==> src/rtl/mc_ctrl.sv <==
// mc_ctrl: multi-cycle MIPS control FSM (FETCH/DECODE/EXE/MEM/WB/BR) driving IR/PC/RF/DM strobes, next-PC select and datapath field controls from state and op/funct
module mc_ctrl (
  input  logic       clk,
  input  logic       rst,
  input  logic [5:0] op,
  input  logic [5:0] funct,
  input  logic       dm_rdy,
  output logic       ir_we,
  output logic       pc_we,
  output logic [1:0] npc_sel,
  output logic       rf_we,
  output logic       dm_we,
  output logic [1:0] reg_dst,
  output logic [1:0] wd_sel,
  output logic       alu_src,
  output logic [1:0] alu_op,
  output logic [1:0] ext_op,
  output logic       illegal,
  output logic [2:0] state
);
  localparam logic [2:0] FETCH = 3'd0, DECODE = 3'd1, EXE = 3'd2, MEM = 3'd3, WB = 3'd4, BR = 3'd5;
  logic [2:0] st, nst;
  logic is_addu, is_subu, is_jr, is_ori, is_lui, is_lw, is_sw, is_beq, is_j, is_jal, is_ill, short_seq;
  logic act, in_instr, s_dec, s_mem;
  always_comb begin
    is_addu = op == 6'b000000 && funct == 6'b100001;
    is_subu = op == 6'b000000 && funct == 6'b100011;
    is_jr = op == 6'b000000 && funct == 6'b001000;
    is_ori = op == 6'b001101;
    is_lui = op == 6'b001111;
    is_lw = op == 6'b100011;
    is_sw = op == 6'b101011;
    is_beq = op == 6'b000100;
    is_j = op == 6'b000010;
    is_jal = op == 6'b000011;
    is_ill = !(is_addu || is_subu || is_jr || is_ori || is_lui || is_lw || is_sw || is_beq || is_j || is_jal);
    short_seq = is_j || is_jal || is_jr || is_ill;
    nst = st == FETCH ? DECODE :
          st == DECODE ? (short_seq ? FETCH : is_beq ? BR : EXE) :
          st == EXE ? ((is_lw || is_sw) ? MEM : WB) :
          st == MEM ? (!dm_rdy ? MEM : is_lw ? WB : FETCH) : FETCH;
  end
  always_ff @(posedge clk) st <= rst ? FETCH : nst;
  always_comb begin
    act = !rst;
    in_instr = act && st != FETCH && st <= BR;
    s_dec = act && st == DECODE;
    s_mem = act && st == MEM;
    state = act ? st : 3'd0;
    ir_we = act && st == FETCH;
    pc_we = (s_dec && short_seq) || (act && (st == BR || st == WB)) || (s_mem && is_sw && dm_rdy);
    npc_sel = !pc_we ? 2'b00 :
              (act && st == BR) ? 2'b01 :
              (s_dec && (is_j || is_jal)) ? 2'b10 :
              (s_dec && is_jr) ? 2'b11 : 2'b00;
    rf_we = (act && st == WB) || (s_dec && is_jal);
    dm_we = s_mem && is_sw;
    illegal = s_dec && is_ill;
    reg_dst = !in_instr ? 2'b00 : (is_addu || is_subu) ? 2'b01 : is_jal ? 2'b10 : 2'b00;
    wd_sel = !in_instr ? 2'b00 : is_lw ? 2'b01 : is_jal ? 2'b10 : 2'b00;
    alu_src = in_instr && (is_ori || is_lui || is_lw || is_sw);
    alu_op = !in_instr ? 2'b00 : (is_subu || is_beq) ? 2'b01 : is_ori ? 2'b10 : 2'b00;
    ext_op = !in_instr ? 2'b00 : (is_lw || is_sw) ? 2'b01 : is_lui ? 2'b10 : 2'b00;
  end
endmodule

==> config.mk <==
export PLATFORM = sky130hd
export DESIGN_NAME = mc_ctrl
export DESIGN_NICKNAME = d
export VERILOG_FILES = /design/src/rtl/mc_ctrl.sv
export SDC_FILE = /design/constraint.sdc
export NUM_CORES = 1
export LEC_CHECK = 0
export CAP_MARGIN = 20
export CORE_MARGIN = 2
export CORE_UTILIZATION = 34
export DETAILED_ROUTE_END_ITERATION = 8
export PLACE_DENSITY = 0.78
export SYNTH_ARGS = -nofsm -noshare
export SYNTH_HDL_FRONTEND = slang
export SYNTH_SLANG_ARGS = --single-unit
export TNS_END_PERCENT = 20
==> constraint.sdc <==
create_clock -name clk -period 1.9 [get_ports clk]
set_input_delay 0.19 -clock clk [delete_from_list [all_inputs] [get_ports clk]]
set_output_delay 0.19 -clock clk [all_outputs]
set_load 0.02 [all_outputs]
# Yosys cells after proc, flatten, opt, wreduce, memory -nomap -nowiden
# Index checks and enable logic that the tools add are counted.
# op_classes
order_cmp	1
muxes	25
n_eq_ne	15
reduce_logical	46
# op_table
op	count
$mux 2	15
$mux 3	9
$eq 6x6->1 const B	4
$logic_or 1x1->1	21
$logic_and 1x1->1	19
$eq 6x4->1 const B	3
$eq 6x2->1 const B	2
$eq 3x2->1 const B	2
$eq 3x3->1 const B	2
$eq 6x3->1 const B	1
$logic_not 6->1	1
$eq 3x1->1 const B	1
$le 3x3->1 const B	1
$logic_not 3->1	1
$reduce_bool 3->1	1
$logic_not 1->1	2
$reduce_or 2->1	1
$mux 1	1
# word_totals
in_bits	15
out_inout_bits	19
elab_cells	89
reg_bits	3

# Logic depth before layout (Yosys ltp)
# depth
word_depth	17
ltp_mapped	5

# Worst setup path before layout
# Ideal clock, no wire load.
# synth_path
path_type	input port to output port
from	in op[3]
to	out alu_op[0]
n_path_buf	1
path_slack_ps	42
arrival_ps	1668
cell_stages	5
path_cell_list	or4_1 -> buf_2 -> or3_4 -> o21a_1 -> nor2_1
# synth_between
elab_chain_len	5
elab_cells_between_ends	6
classes_between	eq/ne (1); mux (2); reduce/logical (3)
# synth_rtl
item	line	rtl
from (decl)	5	input logic [5:0] op,
$logic_not 6->1	27	is_subu = op == 6'b000000 && funct == 6'b100011;
$logic_and 1x1->1	27	
$logic_or 1x1->1 (*)	62	alu_op = !in_instr ? 2'b00 : (is_subu || is_beq) ? 2'b01 : is_ori ? 2'b10 : 2'b00;
$mux 2 (*) (2 in a row)	62	
to (decl)	16	output logic [1:0] alu_op,
# Every way passes the cells marked *; elsewhere a longest branch is shown, timed or not.

# Worst setup path after layout
# layout_path
from	in op[5]
to	out alu_op[0]
# Same word-level chain as after synthesis.

==> impl_metrics.csv <==
group,metric,value,unit
outcome,outcome,"finished, violations left",
outcome,violations,"negative setup slack",
setup_path,cp_top_family,"simple AND/OR/NAND/NOR gates",
synthesis,yosysMostFrequentCell,"nor2_1",
synthesis,yosys.area.top_type,"dfxtp_1",
synthesis,synth-edff-count,0,
sta,hold_viol,0,
synthesis,ys_types,30,
setup_path,reg2reg_depth,5,
sta,maxSlewViolCount,0,
synthesis,synthCells,81,
route,routed_wirelength,2.16,mm
setup_path,r2r_start,"st[1]",
cells_and_area,largest_register,"st",
sta,finalSetupViolCount,1,
clock_tree,root_buffer,"clkbuf_4",
sta,worst_slack,-53.4,ps
pwr,pwr-share-clk,35.9,%
cells_and_area,syn_to_final_growth,107,%
route,routed_via_density,5.42,
hold_path,holdPathStages,4,
synthesis,netlist_area,499,µm²
sta,rsz0062_at_grt,"true",
global_route,grt_pass1_wl,3.35,mm
pwr,comb_power_share,43.5,%
route,wl_per_cell,13.9,µm
floorplanning,fp.dieArea,1790,µm²
synthesis,ys_warn_count,0,
clock_tree,clk_latency,230,ps
setup_path,cp-start-kind,"primary input",
floorplanning,fp-row-count,13,
sta,worst_slew_pin_slew,376,ps
synthesis,syn_avg_cell_area,6.16,µm²
pwr,switching_power,0.000106,W
sta,final.period_utilization,103,%
floorplanning,die_height,42.3,µm
setup_path,cpPeakStageDelay,490,ps
pwr,p_per_area,316,nW/µm²
clock_tree,htreeDepth,1,
route,drt_iter0_drc,22,
setup_path,crit_cells,6,
cells_and_area,largest_register_ffs,3,
clock_tree,ctsHoldBuffers,0,
pwr,ir_drop,0.207,mV
pwr,seqPwrFrac,20.6,%
route,drtPass1Iterations,6,
setup_path,crit_path_top_delay_cell,"or4_4",
setup_path,worstPathRequired,1710,ps
placed_design,pre_cts_slack,-752,ps
route,ant_nets,0,
setup_path,cp-startpoint,"op[5]",
pwr,switching_share,32.5,%
sta,relSlewSlack,74.7,%
cells_and_area,layout-drive-gt1-share,35.7,%
cells_and_area,antennaDiodeCount,0,
pwr,leakage,0.470,nW
clock_tree,clock-sinks,3,
floorplanning,die-width,42.3,µm
setup_path,worstSetupEndpointType,"output port",
synthesis,synth_top_area_share,12.0,%
clock_tree,cts_tree,"yes",
cells_and_area,seq_area,60.1,µm²
sta,finClkSkew,0.144,ps
global_route,first_global_vias,775,
placed_design,place.gp.congestion,0.790,
synthesis,synthArstFlopShare,0,%
global_route,grt_usage,24.3,%
setup_path,r2r_slack,480,ps
sta,fin_tns_setup,-53.4,ps
global_route,antenna_found_initial,0,
synthesis,synthFlopType,"dfxtp_1",
cells_and_area,multi_input_area,423,µm²
floorplanning,ioPinCount,34,
global_route,globalRouteOverflowTotal,0,
global_route,busiest_layer,"met2",
synthesis,synth_nets,96,
setup_path,r2r-end,"st[1]",
route,vias,840,
route,drc,0,
global_route,met2_usage,42.2,%
cells_and_area,fillers,112,
cells_and_area,reg_top3,"st: 3 flops",
pwr,p_int,0.000220,W
synthesis,ys_ff_latch,3,
clock_tree,numCtsBuffers,3,
job,maxCapViolCount,0,
setup_path,cp_num_buf_inv,2,
sta,fmax,512,MHz
hold_path,min_from,"op[2]",
cells_and_area,fin_nets,156,
synthesis,ys_seq_area_share,12.0,%
floorplanning,core_area,1330,µm²
hold_path,hold_end,"st[1]",
setup_path,crit_chain,"clkdlybuf4s15_1 > or4_4 > or3_4 > o21a_1 > nor2_1 > buf_4",
sta,finalCriticalPeriod,1950,ps
setup_path,worst-setup-path-type,"primary input to output port",
clock_tree,post_cts_buffers,0,
global_route,use_met3,0.862,%
setup_path,worst-path-max-fanout,4,
placed_design,dp_hpwl,1.69,mm
global_route,met1_usage,29.0,%
synthesis,synthTopCellsByArea,"dfxtp_1 12%, nor2_1 9.0%, nor3_1 7.0%",
floorplanning,initial_utilization,37.4,%
hold_path,hold_class,"primary input to flop",
synthesis,synth_commonest_cells,"12 x nor2_1, 7 x nand2_1, 7 x nor3_1",
clock_tree,cts_max_path_buffers,2,
global_route,grt_max_degree,10,
setup_path,arrival,1760,ps
placed_design,io_buffers,33,
clock_tree,clkSlewWorstSetupHoldPaths,40,ps
## routing by layer
metal / wire length [µm] / vias to the layer above / share of wire, %
li1: - / 421 / -
met4: 50 / 0 / 2.3
met3: 132 / 4 / 6.1
met5: 0 / - / 0
met2: 1090 / 36 / 51
met1: 883 / 379 / 41
## metrics by stage
stage          hold slack (ps)  instance area, µm²  instances  util, %  power, W
2_1_floorplan              376                 499         81        -  0.000119
3_3_place_gp               677                1030        151     77.6  0.000211
3_5_place_dp               686                1030        151     77.6  0.000213
4_1_cts                    436                1030        155     77.6  0.000324
5_1_grt                    456                1030        155     77.4  0.000343
6_report                   442                1030        155     77.4  0.000327
## worst register-to-register path, cell delays in order, from the launching register on
cell,delay (ps)
dfxtp_1,420
buf_4,200
nand2b_1,70
o41ai_1,310
nand2_1,110
a31oi_1,220
## layout make-up
class / instances / area share (%)
inverter: 3 / 1.09
sequential: 3 / 5.82
multi-input combinational: 69 / 41.0
timing repair buffer: 61 / 47.8
tap: 15 / 1.82
clock buffer: 4 / 2.55
## worst max-delay path by stage
stage / end
after CTS: npc_sel[1]
after global routing: alu_op[0]
final: alu_op[0]
after floorplan: alu_op[0]
after detailed placement: alu_op[0]
after global placement: alu_op[0]
## cell usage in the layout, fill, tap and decap left out, types with 4 or more instances in the layout
master and instances:
clkdlybuf4s50_1 9, nor2_1 12, buf_2 6, nor4_1 4, clkdlybuf4s15_1 5, nand2_1 7, a21oi_1 5, nor3_1 6
buf_4 30, dlygate4sd2_1 8
## what timing repair did
item,CTS,global route
resized for setup,66,5
gates cloned,0,0
endpoints found under the setup margin,16,7
pin swaps,6,2
## power groups by stage
stage                     combinational (W)  clock, W  sequential [W]
after floorplan                   0.0000513         0       0.0000672
after global placement             0.000142         0       0.0000681
after CTS                          0.000140  0.000117       0.0000673
after global routing               0.000152  0.000124       0.0000673
after detailed placement           0.000145         0       0.0000682
final                              0.000142  0.000117       0.0000672
## cell families after synthesis
kind of cell / Yosys count / share of synthesized area [%]
and+or+nand+nor: 54 / 60.2
AOI/OAI and AO/OA: 15 / 20.8
buffers and inverters: 9 / 7.02
DFF: 3 / 12.0
No activity file was read; power rests on OpenSTA's default activity.
